`src/rtl/serial_pkg.sv`:
```
`timescale 1ns/1ps
`default_nettype none
// ============================================================================
//  Module      : serial_pkg
//  Description : Shared definitions for the serializer / deserializer pair:
//                FSM state encoding, default frame width and the helper
//                that sizes the bit counter.
//  Revision    : 1.0 - initial release
// ============================================================================
package serial_pkg;

   // Default number of data bits per frame.
   localparam int DATA_W_DEFAULT = 8;

   // Frame FSM states. PARITY is only reachable when parity is enabled.
   typedef enum logic [1:0] {
      ST_IDLE   = 2'd0,
      ST_SHIFT  = 2'd1,
      ST_PARITY = 2'd2,
      ST_DONE   = 2'd3
   } serial_state_e;

   // The counter carries one spare bit so the last index is reached
   // without ever wrapping.
   function automatic int cnt_width(input int data_w);
      return $clog2(data_w) + 1;
   endfunction

endpackage
`default_nettype wire

```
`src/rtl/serializer.sv`:
```
`timescale 1ns/1ps
`default_nettype none
// ============================================================================
//  Module      : serializer
//  Description : Parallel-to-serial frame transmitter, MSB first, with a
//                DONE/ack handshake before the next word is accepted.
//                Optional build macro SERIALIZER_PARITY_EN appends one even
//                parity bit after the data bits.
//  Ports       : clk_100khz  in   block clock, rising edge
//                reset       in   asynchronous, active-high reset
//                data_in     in   [DATA_W-1:0] word to transmit
//                load_in     in   word valid, taken only while idle
//                ack_in      in   consumer ack, taken only in DONE
//                data_out    out  serial bit (valid while write_out=1)
//                write_out   out  serial bit strobe
//                frame_done  out  frame finished, waiting for ack_in
//                status_out  out  1 = idle/available, 0 = busy
//  Revision    : 1.0 - initial release
// ============================================================================
module serializer
   import serial_pkg::*;
#(
   parameter int DATA_W = DATA_W_DEFAULT
) (
   input  logic              clk_100khz,
   input  logic              reset,
   input  logic [DATA_W-1:0] data_in,
   input  logic              load_in,
   input  logic              ack_in,
   output logic              data_out,
   output logic              write_out,
   output logic              frame_done,
   output logic              status_out
);

   localparam int              CNT_W    = cnt_width(DATA_W);
   localparam logic [CNT_W-1:0] C_LAST  = CNT_W'(DATA_W - 1);

   localparam logic [1:0] C_IDLE   = ST_IDLE;
   localparam logic [1:0] C_SHIFT  = ST_SHIFT;
   localparam logic [1:0] C_DONE   = ST_DONE;
`ifdef SERIALIZER_PARITY_EN
   localparam logic [1:0] C_PARITY = ST_PARITY;
   // SHIFT hands over to the parity cycle before the frame completes.
   localparam logic [1:0] C_AFTER_SHIFT = C_PARITY;
`else
   localparam logic [1:0] C_AFTER_SHIFT = C_DONE;
`endif

   logic [1:0]        r_state;
   logic [DATA_W-1:0] r_shift;
   logic [CNT_W-1:0]  r_cnt;
`ifdef SERIALIZER_PARITY_EN
   logic              r_parity;
`endif

   always_ff @(posedge clk_100khz or posedge reset) begin
      if (reset) begin
         r_state    <= C_IDLE;
         r_shift    <= '0;
         r_cnt      <= '0;
`ifdef SERIALIZER_PARITY_EN
         r_parity   <= 1'b0;
`endif
         data_out   <= 1'b0;
         write_out  <= 1'b0;
         frame_done <= 1'b0;
         status_out <= 1'b1;
      end else begin
         case (r_state)
            C_IDLE: begin
               data_out   <= 1'b0;
               write_out  <= 1'b0;
               frame_done <= 1'b0;
               if (load_in) begin
                  r_shift    <= data_in;
                  r_cnt      <= '0;
`ifdef SERIALIZER_PARITY_EN
                  // Parity is taken from the captured word so later changes
                  // on data_in cannot disturb it.
                  r_parity   <= ^data_in;
`endif
                  r_state    <= C_SHIFT;
                  status_out <= 1'b0;
               end else begin
                  status_out <= 1'b1;
               end
            end

            C_SHIFT: begin
               write_out  <= 1'b1;
               data_out   <= r_shift[DATA_W-1];
               r_shift    <= {r_shift[DATA_W-2:0], 1'b0};
               frame_done <= 1'b0;
               status_out <= 1'b0;
               // Leave on the last index; the counter is never advanced past it.
               if (r_cnt == C_LAST) begin
                  r_state <= C_AFTER_SHIFT;
               end else begin
                  r_cnt   <= r_cnt + CNT_W'(1);
               end
            end

`ifdef SERIALIZER_PARITY_EN
            C_PARITY: begin
               write_out  <= 1'b1;
               data_out   <= r_parity;
               frame_done <= 1'b0;
               status_out <= 1'b0;
               r_state    <= C_DONE;
            end
`endif

            C_DONE: begin
               write_out <= 1'b0;
               data_out  <= 1'b0;
               // load_in is deliberately not looked at here: a load that
               // coincides with ack is dropped, not queued.
               if (ack_in) begin
                  r_state    <= C_IDLE;
                  frame_done <= 1'b0;
                  status_out <= 1'b1;
               end else begin
                  frame_done <= 1'b1;
                  status_out <= 1'b0;
               end
            end

            default: begin
               r_state    <= C_IDLE;
               data_out   <= 1'b0;
               write_out  <= 1'b0;
               frame_done <= 1'b0;
               status_out <= 1'b1;
            end
         endcase
      end
   end

endmodule
`default_nettype wire
```
`config.mk`:
```
export PLATFORM = sky130hd
export DESIGN_NAME = serializer
export DESIGN_NICKNAME = d
export VERILOG_FILES = /design/src/rtl/serial_pkg.sv /design/src/rtl/serializer.sv
export SDC_FILE = /design/constraint.sdc
export NUM_CORES = 1
export LEC_CHECK = 0
export ABC_AREA = 1
export BUFFER_PORTS_ARGS = -buffer_cell sky130_fd_sc_hd__buf_2
export CORE_ASPECT_RATIO = 0.9
export CORE_MARGIN = 5
export CORE_UTILIZATION = 35
export DETAILED_ROUTE_END_ITERATION = 10
export GPL_TIMING_DRIVEN = 0
export PLACE_DENSITY = 0.66
export SYNTH_ARGS = -nofsm -noshare
export SYNTH_HDL_FRONTEND = slang
export SYNTH_SLANG_ARGS = --single-unit
```
`constraint.sdc`:
```
create_clock -name clk_100khz -period 2.95 [get_ports clk_100khz]
set_clock_uncertainty 0.1 [all_clocks]
set_input_delay 0.1475 -clock clk_100khz [delete_from_list [all_inputs] [get_ports clk_100khz]]
set_output_delay 0.1475 -clock clk_100khz [all_outputs]
set_load 0.01 [all_outputs]
```
==> reports/qor.txt, run 1 <==
multiplexer area fraction after synthesis - 0%
Slew headroom - 54.7%
final setup violation count - 0
full die area - 0.00366 mm^2
Yosys reg bits - 18
RSZ-0062 raised after global routing - no
sequential-to-total area share from yosys stat - 50.6%
CTS tree - done
hold slack - 0.0499 ns
core footprint - 0.00245 mm^2
Synth Area in Simple Gates - 23.1%
Top delay family on crit path - flip-flops
site row count - 17
final worst path period share - 43.8%
Syn Inst Count - 99
placed cells - 142
die width - 63.2 um
Comb pwr share - 58.1%
CP max FO - 4
Post-synth EDFFs - 0
final WL - 1500 um
clk slew on worst S/H paths - 0.11 ns
crit path kind - flip-flop to flip-flop
# DRC - 0
DR vias - 687
clock share of power - 10.3%
Initial DRC Count - 10
# clock sinks - 18
Worst EP required - 3.04 ns
Synth Area in Compound Gates - 13.7%
diode count - 0
Detailed Place HPWL - 1140 um
first-pass GRT wire length - 2640 um
antenna violations before repair - 0
register share of total power - 31.7%
most used cell along the critical path - nand2_1
Mapped Avg Cell Area - 9.01 um^2
starting density of the core - 36.5%
FMAX - 0.774 GHz
Adder-Cell Fraction of Synth Area - 1.40%
Pint - 721 uW
Async SR Flop Fraction - 100%
Critical Path, Cell by Cell - ha_1 -> nand3_1 -> nand2_1 -> nand2_2 -> inv_1 -> nand2_1 -> nand2_1
RePlAce Congestion - 0.706
Fin. Hold Viols - 0
Sw Share - 43.6%
synthesis-to-finish area growth - 18.7%
crit start category - flip-flop
register area - 452 um^2
count of cell types in the netlist - 19
fin crit period - 1.29 ns
# IOs - 16
fillers - 246
maximum vdd ir drop - 0.494 mV
post-synthesis xor/xnor area fraction - 0%
number of global-route vias before repair - 648
PwrDens - 1210 mW/mm^2
status - completed
switching power - 557 uW
post-route insts no fill - 149
crit path capture type - flip-flop
nets - 135
Port-buffer cells - 15
Post-DRT Antenna Nets - 0
Arrival @ worst endpoint - 1.38 ns
ys flop type - dfrtp_1
synthesized area - 892 um^2
layout cells sized above 1 - 33.1%
main combinational cell family by area after synthesis - simple AND/OR/NAND/NOR gates
fin util - 43.3%
crit-path max cell delay - 0.42 ns
CP max stage cell - dfrtp_1
CTS resizes - 0
Max Slew Vio Count - 0
static leakage - 0.000540 uW
Skew-Pair Late Insertion Delay - 0.30 ns
setup TNS - 0 ns
largest net degree at the start of global routing - 19
Max Cap Viol - 0
Yosys warnings - 0
total track usage - 9.46%
TritonRoute pass-1 iters - 4
Post-Place Worst Slack - 1.67 ns
CTS Buf Count - 3
Die Y - 57.9 um
total global routing overflow - 0
Synth Net Count - 112
Worst Hold Class - primary input to flip-flop
Tightest Pin Transition - 0.679 ns
CTS H-tree lvls - 1
setup ws final - 1.66 ns
drt wl/cell - 10.1 um
via-per-instance ratio - 4.61
CTS max path bufs - 2
Root Driver - clkbuf_4
Multi-input gate area - 342 um^2
Buf/Inv on CP - 1
through the flow:
step / cell area (um^2) / power, uW
after CTS: 1060 / 1310
final: 1060 / 1280
after global placement: 1000 / 1140
after detailed placement: 1000 / 1170
after global routing: 1060 / 1410
after floorplan: 892 / 1020
cells by family (layout without fill, tap and decap cells):
family	count (synthesis)	after routing
DFF	18	18
and+or+nand+nor	45	45
adders and majority gates	1	1
buffers and inverters	18	40
AOI/OAI and AO/OA	17	17
final timing paths:
check                            from         end  slack [ns]  cells after the start
min reg2reg                  r_cnt[3]    r_cnt[3]        0.40                      2
min                        data_in[4]  r_shift[4]        0.05                      5
max reg2reg                  r_cnt[0]    r_cnt[3]        1.66                      7
max in group asynchronous       reset  r_state[0]        1.94                      3
min in group asynchronous       reset  r_shift[0]        0.37                      3
max                          r_cnt[0]    r_cnt[3]        1.66                      7
flip-flops by register name (all words and copies together) (netlist names):
register    cells
r_shift         8
r_cnt           4
r_state         2
data_out        1
frame_done      1
status_out      1
write_out       1
cells in the final DEF (no fill, tap or decap):
| cell | n |
|---|---|
| nand3_2 | 1 |
| dlygate4sd3_1 | 3 |
| o21ai_0 | 4 |
| buf_2 | 15 |
| dfrtp_1 | 17 |
| nor2_4 | 1 |
| or2_2 | 1 |
| nand2_2 | 3 |
| dfstp_2 | 1 |
| inv_2 | 1 |
| ha_1 | 1 |
| buf_6 | 2 |
| nand3b_1 | 1 |
| clkbuf_4 | 3 |
| nand3_1 | 6 |
| buf_12 | 1 |
| nand2_1 | 27 |
| clkbuf_1 | 1 |
| nor2_2 | 1 |
| inv_1 | 14 |
| o21ai_2 | 10 |
| nor2_1 | 4 |
| o21ai_1 | 3 |
worst register-to-register path, stage by stage, from the launching register on:
cell and delay [ns]:
dfrtp_1 0.42, ha_1 0.23, nand3_1 0.10, nand2_1 0.07, nand2_2 0.09, inv_1 0.08
nand2_1 0.06, nand2_1 0.05
metal layers:
layer	track usage [%]	up-vias	share of wire [%]
met5	0	-	0
met2	15.4	12	48
met4	8.01	0	3.9
met1	10.1	320	43
met3	2.91	5	4.4
li1	-	350	-
cell usage after synthesis (2+ instances only):
cell type | n | share of area [%]
nand2_2 | 3 | 2.1
dfrtp_1 | 17 | 48
nand3_1 | 6 | 3.4
buf_6 | 2 | 2.5
inv_1 | 14 | 5.9
o21ai_0 | 4 | 2.2
nand2_1 | 27 | 11
o21ai_2 | 10 | 9.8
nor2_1 | 4 | 1.7
o21ai_1 | 3 | 1.7
power by group through the flow:
stage	sequential [uW]	clock, uW	combinational [uW]
6_report	405	131	742
5_1_grt	417	148	845
4_1_cts	406	140	761
3_5_place_dp	411	0	756
3_3_place_gp	408	0	735
2_1_floorplan	414	0	610
cell type report:
class,count,area share (%)
Clock buffer,4,2.48
Tap cell,28,3.31
Timing Repair Buffer,18,9.93
Multi-Input combinational cell,63,32.3
Sequential cell,18,42.7
Buffer,3,4.02
Inverter,15,5.32
what timing repair did:
action	4_1_cts	5_1_grt
hold buffers	3	0
endpoints found under the hold margin	19	0
setup buffers	0	0
(Power assumes the default switching activity.)
==> run 2, diff against run 1 <==
==> constraint.sdc (replaced) <==
create_clock -name clk_100khz -period 1.3 [get_ports clk_100khz]
set_clock_uncertainty 0.1 [all_clocks]
set_input_delay 0.065 -clock clk_100khz [delete_from_list [all_inputs] [get_ports clk_100khz]]
set_output_delay 0.065 -clock clk_100khz [all_outputs]
set_load 0.01 [all_outputs]
==> run 2 against run 1 <==
Effect of this change:
- total power grew to 2.5 times the previous value
- critical path type unchanged
- register-to-register slack got worse by 1.6 ns
- clock power grew 130%
- highest routed layer unchanged
- global-route usage rose by 0.33 points
- sequential power rose by 130%
- largest cell class unchanged
- routed wire length grew 17%
==> reports/qor.txt, run 2 (same netlist as run 1, synthesis figures left out) <==
RePlAce Congestion - 0.706 (unchanged)
final WL - 1760 um (+17%)
CP max FO - 6 (+2)
Detailed Place HPWL - 1140 um (unchanged)
# clock sinks - 18 (unchanged)
Fin. Hold Viols - 0 (unchanged)
CTS max path bufs - 2 (unchanged)
DR vias - 745 (+8.4%)
crit path kind - flip-flop to flip-flop
number of global-route vias before repair - 679 (+4.8%)
Initial DRC Count - 19 (+9)
# IOs - 16 (unchanged)
max reg flops - 8 (unchanged)
CTS tree - done
crit path capture type - flip-flop
setup slack, reg-to-reg - 0.04 ns (-1.61 ns)
reg-to-reg critical path startpoint - r_state[1]
via-per-instance ratio - 4.60 (-0.26%)
RSZ-0062 raised after global routing - yes
largest net degree at the start of global routing - 19 (unchanged)
Crit Reg-Reg Endpoint - r_shift[4]
Post-DRT Antenna Nets - 0 (unchanged)
placed cells - 142 (unchanged)
fin crit period - 1.26 ns (-0.0356 ns)
hold slack - 0.304 ns (+0.254 ns)
Tightest Pin Transition - 0.702 ns (+0.0233 ns)
Slew headroom - 53.1% (-1.6 points)
starting density of the core - 36.5% (unchanged)
antenna violations before repair - 0 (unchanged)
Root Driver - clkbuf_4
clk slew on worst S/H paths - 0.11 ns (about the same)
first-pass GRT wire length - 2840 um (+7.6%)
final worst path period share - 96.7% (+53 points)
site row count - 17 (unchanged)
TritonRoute pass-1 iters - 4 (unchanged)
Port-buffer cells - 15 (unchanged)
total power - 3250 uW (+150%)
Arrival @ worst endpoint - 1.39 ns (about the same)
CTS Buf Count - 3 (unchanged)
PwrDens - 2700 mW/mm^2 (+120%)
CTS H-tree lvls - 1 (unchanged)
Max Cap Viol - 0 (unchanged)
post-route insts no fill - 162 (+8.7%)
status - completed
layout cells sized above 1 - 35.8% (+2.8 points)
final setup violation count - 0 (unchanged)
Skew-Pair Late Insertion Delay - 0.29 ns (about the same)
Worst Hold Class - primary input to asynchronous set/reset pin
crit start category - flip-flop
Max Slew Vio Count - 0 (unchanged)
commonest non-fill, non-tap cell in the layout - nand2_1
static leakage - 0.000603 uW (+12%)
total global routing overflow - 0 (unchanged)
full die area - 0.00366 mm^2 (unchanged)
diode count - 0 (unchanged)
# DRC - 0 (unchanged)
drt wl/cell - 10.9 um (+8.0%)
most frequent cells in the layout - 27 x nand2_1, 17 x dfrtp_1, 16 x buf_2
Die Y - 57.9 um (unchanged)
total track usage - 9.79% (+0.33 points)
die width - 63.2 um (unchanged)
synthesis-to-finish area growth - 35.2%
Worst EP required - 1.43 ns (-1.61 ns)
core footprint - 0.00245 mm^2 (unchanged)
FMAX - 0.796 GHz (+2.8%)
Worst R2R Path Depth - 7 (unchanged)
maximum vdd ir drop - 1.03 mV (+110%)
Most flops, register - r_shift
nets - 148 (+9.6%)
Regs by FF count - r_shift: 8 flops, r_cnt: 4 flops, r_state: 2 flops
-- run 2: cell types whose count changed in the layout (fill, tap and decap cells not counted), moves of 2 or more --
cell	delta
dlygate4sd3_1	+8
buf_4	+3
nand2_2	-2
nand2_4	+2
-- run 2: final cells by class --
class	count	area (um^2)
inverters	15	56.3
clock buffers	4	26.3
well taps	28	35.0
repair buffers	31	238
flip-flops and latches	18	452
plain buffers	3	42.5
multi-input cells	63	357
fillers	227	1240
-- run 2: worst max-delay path by stage --
| stage | start | endpoint | slack (ns) | cells after the start |
|---|---|---|---|---|
| 2_1_floorplan | r_cnt[0] | r_cnt[1] | 0.10 | 7 |
| 3_3_place_gp | r_cnt[0] | r_cnt[1] | 0.02 | 7 |
| 3_5_place_dp | r_cnt[0] | r_cnt[0] | 0.02 | 7 |
| 4_1_cts | r_state[0] | r_shift[1] | 0.02 | 6 |
| 5_1_grt | r_state[1] | r_cnt[3] | -0.03 | 7 |
| 6_report | r_state[1] | r_shift[4] | 0.04 | 7 |
-- run 2: worst max-delay path, cell delays in order (launching register included) --
cell	delay, ns
dfrtp_1	0.42
inv_2	0.11
nand2_4	0.07
buf_6	0.14
clkbuf_16	0.15
o21ai_2	0.10
nand2_1	0.07
o21ai_2	0.05
-- run 2: per-stage QoR --
| stage | utilization (%) | worst slack (ns) | TNS, ns | area, um^2 |
|---|---|---|---|---|
| 5_1_grt | 49.3 | -0.0319 | -0.0914 | 1210 |
| 3_5_place_dp | 41.0 | 0.0171 | 0 | 1000 |
| 4_1_cts | 46.9 | 0.0244 | 0 | 1150 |
| 2_1_floorplan | - | 0.104 | 0 | 892 |
| 6_report | 49.3 | 0.0435 | 0 | 1210 |
| 3_3_place_gp | 41.0 | 0.0228 | 0 | 1000 |
-- run 2: timing repair --
item                       CTS  global route
setup buffers                1             2
hold buffers                11             0
hold endpoints to repair    28             0
setup endpoints to repair    3            12
gates cloned                 0             2
resized for setup            0             5
-- run 2: per-layer routing --
| layer | up-vias | track usage, % | share of wire (%) |
|---|---|---|---|
| met5 | - | 0 | 0 |
| met1 | 352 | 11.6 | 45 |
| li1 | 378 | - | - |
| met3 | 4 | 2.52 | 2.8 |
| met2 | 11 | 16.3 | 50 |
| met4 | 0 | 5.34 | 2.2 |
-- run 2: power breakdown --
| part | internal [uW] | switching, uW |
|---|---|---|
| clock | 119 | 176 |
| sequential | 814 | 108 |
| combinational | 940 | 1100 |
| total | 1870 | 1380 |
